[config.mk]
export PLATFORM = sky130hd
export DESIGN_NAME = arb2to1_ctrl
export DESIGN_NICKNAME = d
export VERILOG_FILES = /design/src/rtl/arb2to1_ctrl.sv
export SDC_FILE = /design/constraint.sdc
export NUM_CORES = 1
export LEC_CHECK = 0
export ABC_AREA = 1
export CAP_MARGIN = 20
export CORE_MARGIN = 2
export CORE_UTILIZATION = 39
export DETAILED_ROUTE_END_ITERATION = 10
export HOLD_SLACK_MARGIN = 0.05
export PLACE_DENSITY = 0.88
export SYNTH_ARGS = -nofsm -noshare
export SYNTH_HDL_FRONTEND = slang
export SYNTH_SLANG_ARGS = --single-unit
[constraint.sdc]
create_clock -name clk -period 1.37 [get_ports clk]
set_input_delay 0.137 -clock clk [delete_from_list [all_inputs] [get_ports clk]]
set_output_delay 0.137 -clock clk [all_outputs]
set_load 0.03 [all_outputs]
[src/rtl/arb2to1_ctrl.sv]
// Two-requester round-robin arbiter with a one-entry registered output stage.
// sel drives the external 2:1 data mux (1 = A, 0 = B); y_* holds the winning beat.
// Optional feature: define ARB2_LOCK_EN to make bursts (terminated by *_last) atomic.
module arb2to1_ctrl #(
   parameter int unsigned WIDTH = 8
) (
   input  logic             clk,
   input  logic             rst_n,
   input  logic             a_valid,
   input  logic [WIDTH-1:0] a_data,
   input  logic             a_last,
   output logic             a_ready,
   input  logic             b_valid,
   input  logic [WIDTH-1:0] b_data,
   input  logic             b_last,
   output logic             b_ready,
   output logic             sel,
   output logic             y_valid,
   output logic [WIDTH-1:0] y_data,
   output logic             y_src,
   input  logic             y_ready
);

   typedef enum logic [1:0] {StFree, StLockA, StLockB} state_e;

   state_e           state_q, state_d;
   logic             prio_q, prio_d;     // 1 = A has priority on a tie
   logic             y_valid_q, y_valid_d;
   logic [WIDTH-1:0] y_data_q, y_data_d;
   logic             y_src_q, y_src_d;
   logic             load, req_a, req_b, gnt_a, gnt_b;

   // Grant decode: output register can take a beat when empty or being drained.
   always_comb begin
      load  = !y_valid_q | y_ready;
      req_a = 1'b0;
      req_b = 1'b0;
      unique case (state_q)
         StLockA: req_a = a_valid;
         StLockB: req_b = b_valid;
         default: begin
            req_a = a_valid & (!b_valid | prio_q);
            req_b = b_valid & (!a_valid | !prio_q);
         end
      endcase
      gnt_a   = load & req_a;
      gnt_b   = load & req_b;
      a_ready = gnt_a;
      b_ready = gnt_b;
      // With no grant the select parks on the priority holder.
      sel     = gnt_a ? 1'b1 : (gnt_b ? 1'b0 : prio_q);
   end

   // Next-state for lock FSM, round-robin pointer and output register.
`ifdef ARB2_LOCK_EN
   always_comb begin
      state_d = state_q;
      prio_d  = prio_q;
      if (gnt_a) begin
         if (a_last) begin
            state_d = StFree;
            prio_d  = 1'b0;
         end else begin
            state_d = StLockA;
         end
      end else if (gnt_b) begin
         if (b_last) begin
            state_d = StFree;
            prio_d  = 1'b1;
         end else begin
            state_d = StLockB;
         end
      end
   end
`else
   logic unused_last;
   assign unused_last = a_last ^ b_last;

   always_comb begin
      state_d = StFree;
      prio_d  = prio_q;
      if (gnt_a) begin
         prio_d = 1'b0;
      end else if (gnt_b) begin
         prio_d = 1'b1;
      end
   end
`endif

   // Output register next-state: refill on grant, empty when loading without grant.
   always_comb begin
      y_valid_d = y_valid_q;
      y_data_d  = y_data_q;
      y_src_d   = y_src_q;
      if (load) begin
         y_valid_d = gnt_a | gnt_b;
      end
      if (gnt_a | gnt_b) begin
         y_data_d = sel ? a_data : b_data;
         y_src_d  = sel;
      end
   end

   // State registers with asynchronous active-low reset.
   always_ff @(posedge clk or negedge rst_n) begin
      if (!rst_n) begin
         state_q   <= StFree;
         prio_q    <= 1'b1;
         y_valid_q <= 1'b0;
         y_data_q  <= '0;
         y_src_q   <= 1'b0;
      end else begin
         state_q   <= state_d;
         prio_q    <= prio_d;
         y_valid_q <= y_valid_d;
         y_data_q  <= y_data_d;
         y_src_q   <= y_src_d;
      end
   end

   assign y_valid = y_valid_q;
   assign y_data  = y_data_q;
   assign y_src   = y_src_q;

endmodule

# Word-level counts from Yosys, hierarchy flattened
# Index checks and enable logic that the tools add are counted.
totals:
  wordCells: 22
  ramBits: 0
  latch_bits: 0
  mem_count: 0
  output_inout_bits: 13
  reg_bits: 11
  rom_bits: 0
  input_bits: 23
classes:
  magnitude_cmp: 0
  multipliers: 0
  addsub: 0
  n_bitwise: 8
  n_shift: 0
  n_reduce_logical: 5
  n_div: 0
  eq_ne: 0
  mux: 5
ops:
  columns: ["cell", "count"]
  rows:
  - ["$mux 8", 1]
  - ["$and 1x1->1", 4]
  - ["$logic_not 1->1", 4]
  - ["$mux 1", 4]
  - ["$or 1x1->1", 4]
  - ["$reduce_bool 2->1", 1]

# Logic depth before layout (Yosys ltp)
# Gate-level depths: netlist (run 1).
logic_depth:
  depth_word: 7
  ltp_mapped: 9
  ltp_nobuf: 8

# Least setup slack after synthesis (run 1)
# Ideal clock, no wire load.
synth_path:
  path_kind: "reg2out"
  from: "reg y_valid_q, in the netlist y_valid"
  to: "out sel"
  n_path_buf: 2
  t_required_ns: 1.233
  t_arrival_ns: 1.231
  path_slack_ns: 0.002
  path_stages_with_launch: 6
  cell_sequence: "dfrtp_1 -> nand2_2 -> clkbuf_8 -> nand3_4 -> buf_6 -> nand2_1"
synth_via:
  elab_chain_len: 5
  elab_cells_between_ends: 6
  classes_between: "mux (2); bitwise (3); reduce/logical (1)"
synth_rtl:
  columns: ["element", "line_no", "rtl"]
  rows:
  - ["start: declaration", "28", "logic y_valid_q, y_valid_d;"]
  - ["start signal: assignment", "115", "y_valid_q <= y_valid_d;"]
  - ["$logic_not 1->1 (*)", "35", "load = !y_valid_q | y_ready;"]
  - ["$or 1x1->1 (*)", "35", null]
  - ["$and 1x1->1", "47", "gnt_b = load & req_b;"]
  - ["$mux 1", "51", "sel = gnt_a ? 1'b1 : (gnt_b ? 1'b0 : prio_q);"]
  - ["$mux 1 (*)", "51", null]
  - ["end: declaration", "17", "output logic sel,"]
# Every way passes the cells marked *; elsewhere a longest branch is shown, timed or not.

# Worst setup path after layout (run 1)
layout_path:
  from: "reg prio_q"
  to: "out a_ready"
layout_via:
  elab_chain_len: 3
layout_rtl:
  columns: ["element", "line_no", "rtl"]
  rows:
  - ["start: declaration", "27", "logic prio_q, prio_d;"]
  - ["start signal: assignment", "114", "prio_q <= prio_d;"]
  - ["$or 1x1->1", "42", "req_a = a_valid & (!b_valid | prio_q);"]
  - ["$and 1x1->1", "42", null]
  - ["$and 1x1->1", "46", "gnt_a = load & req_a;"]
  - ["end: declaration", "12", "output logic a_ready,"]
# Every way passes these cells.

==> results by group, run 1 <==
Outcome
  • Outcome: finished with violations
  • Violations in the final reports: negative setup slack

Clock tree
  • Clock transition at the registers of the reported paths: 0.08 ns
  • Number of sinks on the clock net: 11
  • Clock insertion delay at the later pin of the skew report: 0.27 ns
  • Inserted Clock Buffers: 3
  • Cell at the root of the clock tree: clkbuf_4
  • TritonCTS clock tree: built
  • Hold-fix buffers at CTS: 0
  • Clk buf depth: 2
  • Number of H-tree levels: 1

Global route
  • Via count of the first global-routing pass: 715
  • Total grt overflow: 0
  • Global-route wire length before repair: 2960 µm
  • Maximum number of pins on one net before global-route repair: 12
  • GRT Total Usage: 0.1940
  • Antenna violations before repair: 0

Placed design
  • DP HPWL: around 1500 µm
  • Input/output buffers: 33
  • RePlAce Congestion: between 0.7 and 0.8

Critical path
  • Endpoint type of the worst setup path: primary output
  • Endpoint arrival time on the critical path: 1.28 ns
  • Critical setup path kind: reg -> out
  • Max FO, Critical Path: 4
  • Required time at the endpoint of the critical path: 1.23 ns
  • Cells along the critical path: inv_2 > nand2_4 > nand3_4 > inv_2 > buf_6
  • Library cell contributing the largest single delay on the critical path: dfstp_2
  • Count of buffer and inverter cells on the critical path: 3
  • Worst path top cell family by delay: flip-flops
  • Worst Setup Start Kind: flip-flop
  • CP peak stage delay: 0.57 ns
  • Library cell appearing most often on the critical path: inv_2
  • Depth of the worst register-to-register path: 8
  • Total stage count of the critical path: 5

Logic synthesis
  • Post-synthesis net count: 126
  • Synthesis-stage register bit count: 11
  • Sequential area share after synthesis: 0.3797
  • Synthesized instance count: 103
  • Number of synthesized flops with an enable pin: 0
  • Most repeated cell in the gate-level netlist after synthesis: nand2_1
  • Leading area contributor after synthesis: dfrtp_1
  • Most frequent cells after synthesis: nand2_1, inv_1, dfrtp_1
  • Netlist area before placement: around 730 µm²
  • Area share of the largest cell type after synthesis: 0.3436
  • Distinct cell type count of the synthesized netlist: 13
  • Most used flip-flop cell after synthesis: dfrtp_1
  • Total number of yosys warnings: 0
  • Fraction of registers with async set or reset after synthesis: 1.000
  • Top area cells in the synthesized netlist: dfrtp_1, nand2_1, inv_1
  • Avg Inst Size Synth: between 7 and 8 µm²

Timing
  • Final setup skew: about 0.011 ns
  • Final critical-path share of the clock period: 1.034
  • Min cycle time layout: 1.417 ns
  • Slack of the critical path: -0.04720 ns
  • Max Clock Freq: 705.6 MHz
  • Max-slew violation total from the final report: 0
  • Fin Hold WS: 0.2046 ns
  • Unrepaired setup endpoints after global routing: yes
  • Count of endpoints failing setup in the final report: 3
  • Tightest slew margin relative to the limit: 0.6438
  • Count of final hold-check violations: 0
  • Total Neg Setup Slack: -0.1343 ns
  • Slew of the pin with the lowest slew margin: ~0.53 ns

Power
  • Power density of the placed cells: ~1500 nW/µm²
  • Leakage power total: 0.7071 nW
  • Peak supply drop: ~940 µV

Die
  • Top Ports: 36
  • Die Height: 47.21 µm
  • Core outline area: 1745 µm²
  • Die Outline Area: ~2200 µm²
  • Initial cell density of the core: 0.4172
  • Die boundary width: 47.21 µm
  • Standard-cell row count: 15

Detailed routing
  • Average wire length per cell after detail routing: around 12 µm
  • Count of routing violations after the opening detailed-route iteration: 20
  • Post-DR vias/cell: 4.500
  • Number of nets still failing antenna checks after routing: 0
  • Final wirelength: 2121 µm
  • Total via count in the routed design: 810
  • Pre-antenna DRT Iters: 4
  • DRC violation count after routing: 0

Cells and area
  • Final nets: ~180
  • Antenna cells: 0
  • Synthesis-to-finish area growth: 68.73%
  • Share of cells above drive strength 1: 0.2387

Run
  • Max-cap viol count: 0

Worst hold path
  • Worst min-delay path class: in -> async
stage by stage:
step	total power, mW	std cells	utilization	setup slack [ns]	area [µm²]
floorplan	1.098	103	-	0.002016	728.2
global placement	1.482	168	0.6423	-0.04868	1121
detailed placement	1.510	168	0.6423	-0.09002	1121
CTS	1.738	178	0.6889	-0.04140	1202
global route	1.892	180	0.7039	-0.09317	1229
finish	1.782	180	0.7039	-0.04720	1229
cells in the final DEF (no fill, tap or decap), types with 2 or more instances in the layout:
cell             synthesis  routed
nand3_4                  2       2
buf_4                    0      17
nand3_1                  8       8
nand2_1                 36      35
inv_2                    2       3
clkbuf_4                 0       3
buf_6                    2       4
nand2_4                  2       2
dlygate4sd2_1            0      10
nand2_2                  3       3
nand4_1                  8       8
dfrtp_1                 10      10
inv_1                   27      25
clkdlybuf4s50_1          0      20
where the power goes:
group | total [mW] | internal (mW) | leakage (nW) | switching [mW]
combinational | 1.04 | 0.416 | 0.566 | 0.623
clock | 0.232 | 0.113 | 0.0150 | 0.119
sequential | 0.511 | 0.448 | 0.126 | 0.0632
total | 1.78 | 0.976 | 0.707 | 0.806
layer usage:
layer	global-route usage	routed length, µm	vias up
met5	0	0	-
met4	0.08889	25	0
met3	0.03846	91	4
li1	-	-	409
met1	0.2173	874	369
met2	0.3507	1129	28
flip-flops by register name, indices dropped and copies added, names as in the netlist:
| name | count |
|---|---|
| y_valid | 1 |
| y_data | 8 |
| prio_q | 1 |
| y_src | 1 |
kinds of logic (layout without fill, tap and decap cells):
family | count (synthesis) | count (layout) | share of synthesized area
simple gates | 59 | 59 | 0.4141
buf+inv | 32 | 84 | 0.1993
compound gates | 1 | 1 | 0.006866
flops | 11 | 11 | 0.3797
final timing paths:
kind | startpoint | end | slack, ns
worst max register to register | prio_q$_DFFE_PN1P_ | y_data[1]$_DFFE_PN0P_ | 0.01
min in group clk | y_data[3]$_DFFE_PN0P_ | y_data[3]$_DFFE_PN0P_ | 0.48
worst max-delay path | prio_q$_DFFE_PN1P_ | a_ready | -0.05
max in group asynchronous | rst_n | prio_q$_DFFE_PN1P_ | 0.79
worst min-delay path | rst_n | y_data[4]$_DFFE_PN0P_ | 0.20
worst min register to register | y_data[3]$_DFFE_PN0P_ | y_data[3]$_DFFE_PN0P_ | 0.48
area by class of cell:
cell class,count,area (µm²)
Fill cell,150,516.7
Tap cell,25,31.28
Timing Repair Buffer,51,460.4
Multi-Input combinational cell,60,322.8
Inverter,29,111.4
Clock buffer,4,26.28
Sequential cell,11,276.5
repair_timing:
item                       CTS  global route
resized for setup           18             2
buffers inserted             6             2
setup endpoints to repair   13            11
pin swaps                    1             2
No activity file was read; power rests on OpenSTA's default activity.
==> run 2: changes to the inputs <==
Settings changed: CORE_UTILIZATION 39 to 35, PLACE_DENSITY 0.88 to 0.84.
Clock period 1.37 ns to 1.2 ns, I/O delays scaled along.
==> run 2 against run 1 <==
  * The run still ends with negative setup slack left
  * Clock skew decreased by 0.0059 ns
  * Cell count unchanged
  * Combinational power increased by 15%
  * Die area increased by 10%
  * Power increased by 15%
  * Critical endpoint unchanged
  * Clock power increased by 12%
  * Critical path depth unchanged
  * Largest cell class unchanged
  * Largest power group unchanged
  * Global-route usage decreased by 3.2 points
  * Worst setup slack got worse by 0.17 ns
  * Register-to-register slack got worse by 0.17 ns
  * Via count decreased by 2.3%
  * Hold slack got worse by 0.019 ns
==> results by group, run 2 (synthesis results as in run 1) <==
Clock tree
  • Clk buf depth: 2
  • TritonCTS clock tree: built
  • Clock transition at the registers of the reported paths: around 0.07 ns
  • Cell at the root of the clock tree: clkbuf_4
  • Clock insertion delay at the later pin of the skew report: 0.27 ns
  • Number of sinks on the clock net: 11
  • Number of H-tree levels: 1
  • Inserted Clock Buffers: 3

Global route
  • GRT Total Usage: 0.1625
  • GRT met1 Usage: 0.1943
  • Total grt overflow: 0
  • Maximum number of pins on one net before global-route repair: 12
  • GR Util met3: 0.01818
  • Antenna violations before repair: 0
  • Global-route wire length before repair: 3111 µm
  • Via count of the first global-routing pass: 747
  • Peak-usage layer in the global routing report: met2
  • Global-route met2 utilization: 0.2911

Placed design
  • Placed cells: 169
  • Total cell area at the placement stage: between 1000 and 1500 µm²
  • Input/output buffers: 33
  • RePlAce Congestion: 0.8448
  • DP HPWL: 1502 µm

Detailed routing
  • Number of nets still failing antenna checks after routing: 0
  • Final wirelength: 1927 µm
  • Post-DR vias/cell: 4.394
  • DRC violation count after routing: 0
  • Count of routing violations after the opening detailed-route iteration: 11
  • Average wire length per cell after detail routing: 10.71 µm
  • Total via count in the routed design: 791
  • Pre-antenna DRT Iters: 4

Critical path
  • Required time at the endpoint of the critical path: 1.08 ns
  • Max FO, Critical Path: 3
  • Endpoint type of the worst setup path: primary output
  • Endpoint arrival time on the critical path: 1.30 ns
  • Startpoint of the worst setup timing path: prio_q$_DFFE_PN1P_
  • Critical setup path kind: reg -> out
  • Worst Setup Start Kind: flip-flop
  • Reg-to-reg critical path startpoint: prio_q$_DFFE_PN1P_

Cells and area
  • Layout Cells excl Fill: 180
  • Number of flip-flops in the largest register: 8
  • Share of the core filled with cells in the final layout: 0.6314
  • Antenna cells: 0
  • Post-route standard cell area excluding fillers: 1239 µm²
  • Final nets: 177
  • Most frequent cells in the layout: nand2_1, inv_1, clkdlybuf4s50_1
  • Share of cells above drive strength 1: 0.2353
  • Synthesis-to-finish area growth: 70.10%
  • Most common cell after layout, fill and taps aside: nand2_1

Timing
  • Max-slew violation total from the final report: 0
  • Tightest slew margin relative to the limit: 0.6536
  • Slack of the critical path: -0.2151 ns
  • Count of final hold-check violations: 0
  • Unrepaired setup endpoints after global routing: yes
  • Count of endpoints failing setup in the final report: 13
  • Final setup skew: slightly above 0.005 ns
  • Max Clock Freq: approximately 710 MHz
  • Final critical-path share of the clock period: 1.179
  • Min cycle time layout: 1.415 ns
  • Slew of the pin with the lowest slew margin: 0.5180 ns

Outcome
  • Outcome: finished with violations
  • Violations in the final reports: negative setup slack

Die
  • Top Ports: 36
  • Standard-cell row count: 16
  • Die boundary width: between 40 and 50 µm
  • Die Height: roughly 50 µm
  • Initial cell density of the core: 0.3712
  • Die Outline Area: 2462 µm²
  • Core outline area: between 1500 and 2000 µm²

Power
  • Leakage power total: 0.6998 nW
  • Power density of the placed cells: between 1500 and 2000 nW/µm²
  • Peak supply drop: 804.9 µV

Worst hold path
  • Worst min-delay path class: in -> async

Run
  • Max-cap viol count: 0
run 2: changes by cell type in the layout (fill, tap and decap cells not counted):
cell        delta
o21ai_1        +1
clkinvlp_4     +1
buf_12         +1
dfrtp_2        +1
dfrtp_1        -1
buf_4          -3
o21ai_0        -1
inv_2          -1
nand2_4        +1
nand2_2        -1
run 2: path summary, 6_finish.rpt:
path / end / slack [ns] / depth (start not counted)
max reg2reg: y_data[7]$_DFFE_PN0P_ / -0.16 / 8
max: a_ready / -0.22 / 5
min: y_data[3]$_DFFE_PN0P_ / 0.19 / 1
max in group asynchronous: y_valid$_DFFE_PN0P_ / 0.64 / 1
min in group clk: y_data[3]$_DFFE_PN0P_ / 0.48 / 2
min reg2reg: y_data[3]$_DFFE_PN0P_ / 0.48 / 2
run 2: layer usage:
| metal | vias to the layer above | share of wire |
|---|---|---|
| li1 | 405 | - |
| met1 | 358 | 0.42 |
| met2 | 24 | 0.54 |
| met3 | 4 | 0.031 |
| met4 | 0 | 0.013 |
| met5 | - | 0 |
run 2: worst max-delay path: stages, from the launching register on:
cell and delay, ns:
dfstp_2 0.57, inv_2 0.05, nand2_4 0.06, nand3_4 0.11, clkinvlp_4 0.11, buf_6 0.13
run 2: final cells by class:
cell class,count,area (µm²)
Clock buffer,4,26.28
Fill cell,182,723.2
Inverter,29,115.1
Multi-Input combinational cell,60,327.8
Sequential cell,11,277.8
Tap cell,27,33.78
Timing Repair Buffer,49,457.9
run 2: stage by stage:
step / TNS (ns) / hold WS [ns] / worst slack (ns) / power, mW
6_report: -1.953 / 0.1860 / -0.2151 / 2.056
5_1_grt: -2.792 / 0.2368 / -0.2511 / 2.184
4_1_cts: -2.388 / 0.2023 / -0.2368 / 2.030
3_5_place_dp: -2.652 / 0.4652 / -0.2361 / 1.783
3_3_place_gp: -2.175 / 0.4569 / -0.1993 / 1.749
2_1_floorplan: -0.1928 / -0.1756 / -0.02306 / 1.276
run 2: where the power goes:
| part | internal, mW | switching [mW] | total (mW) |
|---|---|---|---|
| logic | 0.494 | 0.710 | 1.20 |
| registers | 0.513 | 0.0793 | 0.593 |
| clock network | 0.129 | 0.130 | 0.259 |
run 2: what timing repair did:
item,CTS,global route
buffers inserted,5,3
endpoints found under the setup margin,22,13
gates cloned,0,0
pin swaps,1,3
hold buffers,0,0
gates resized for setup,16,2
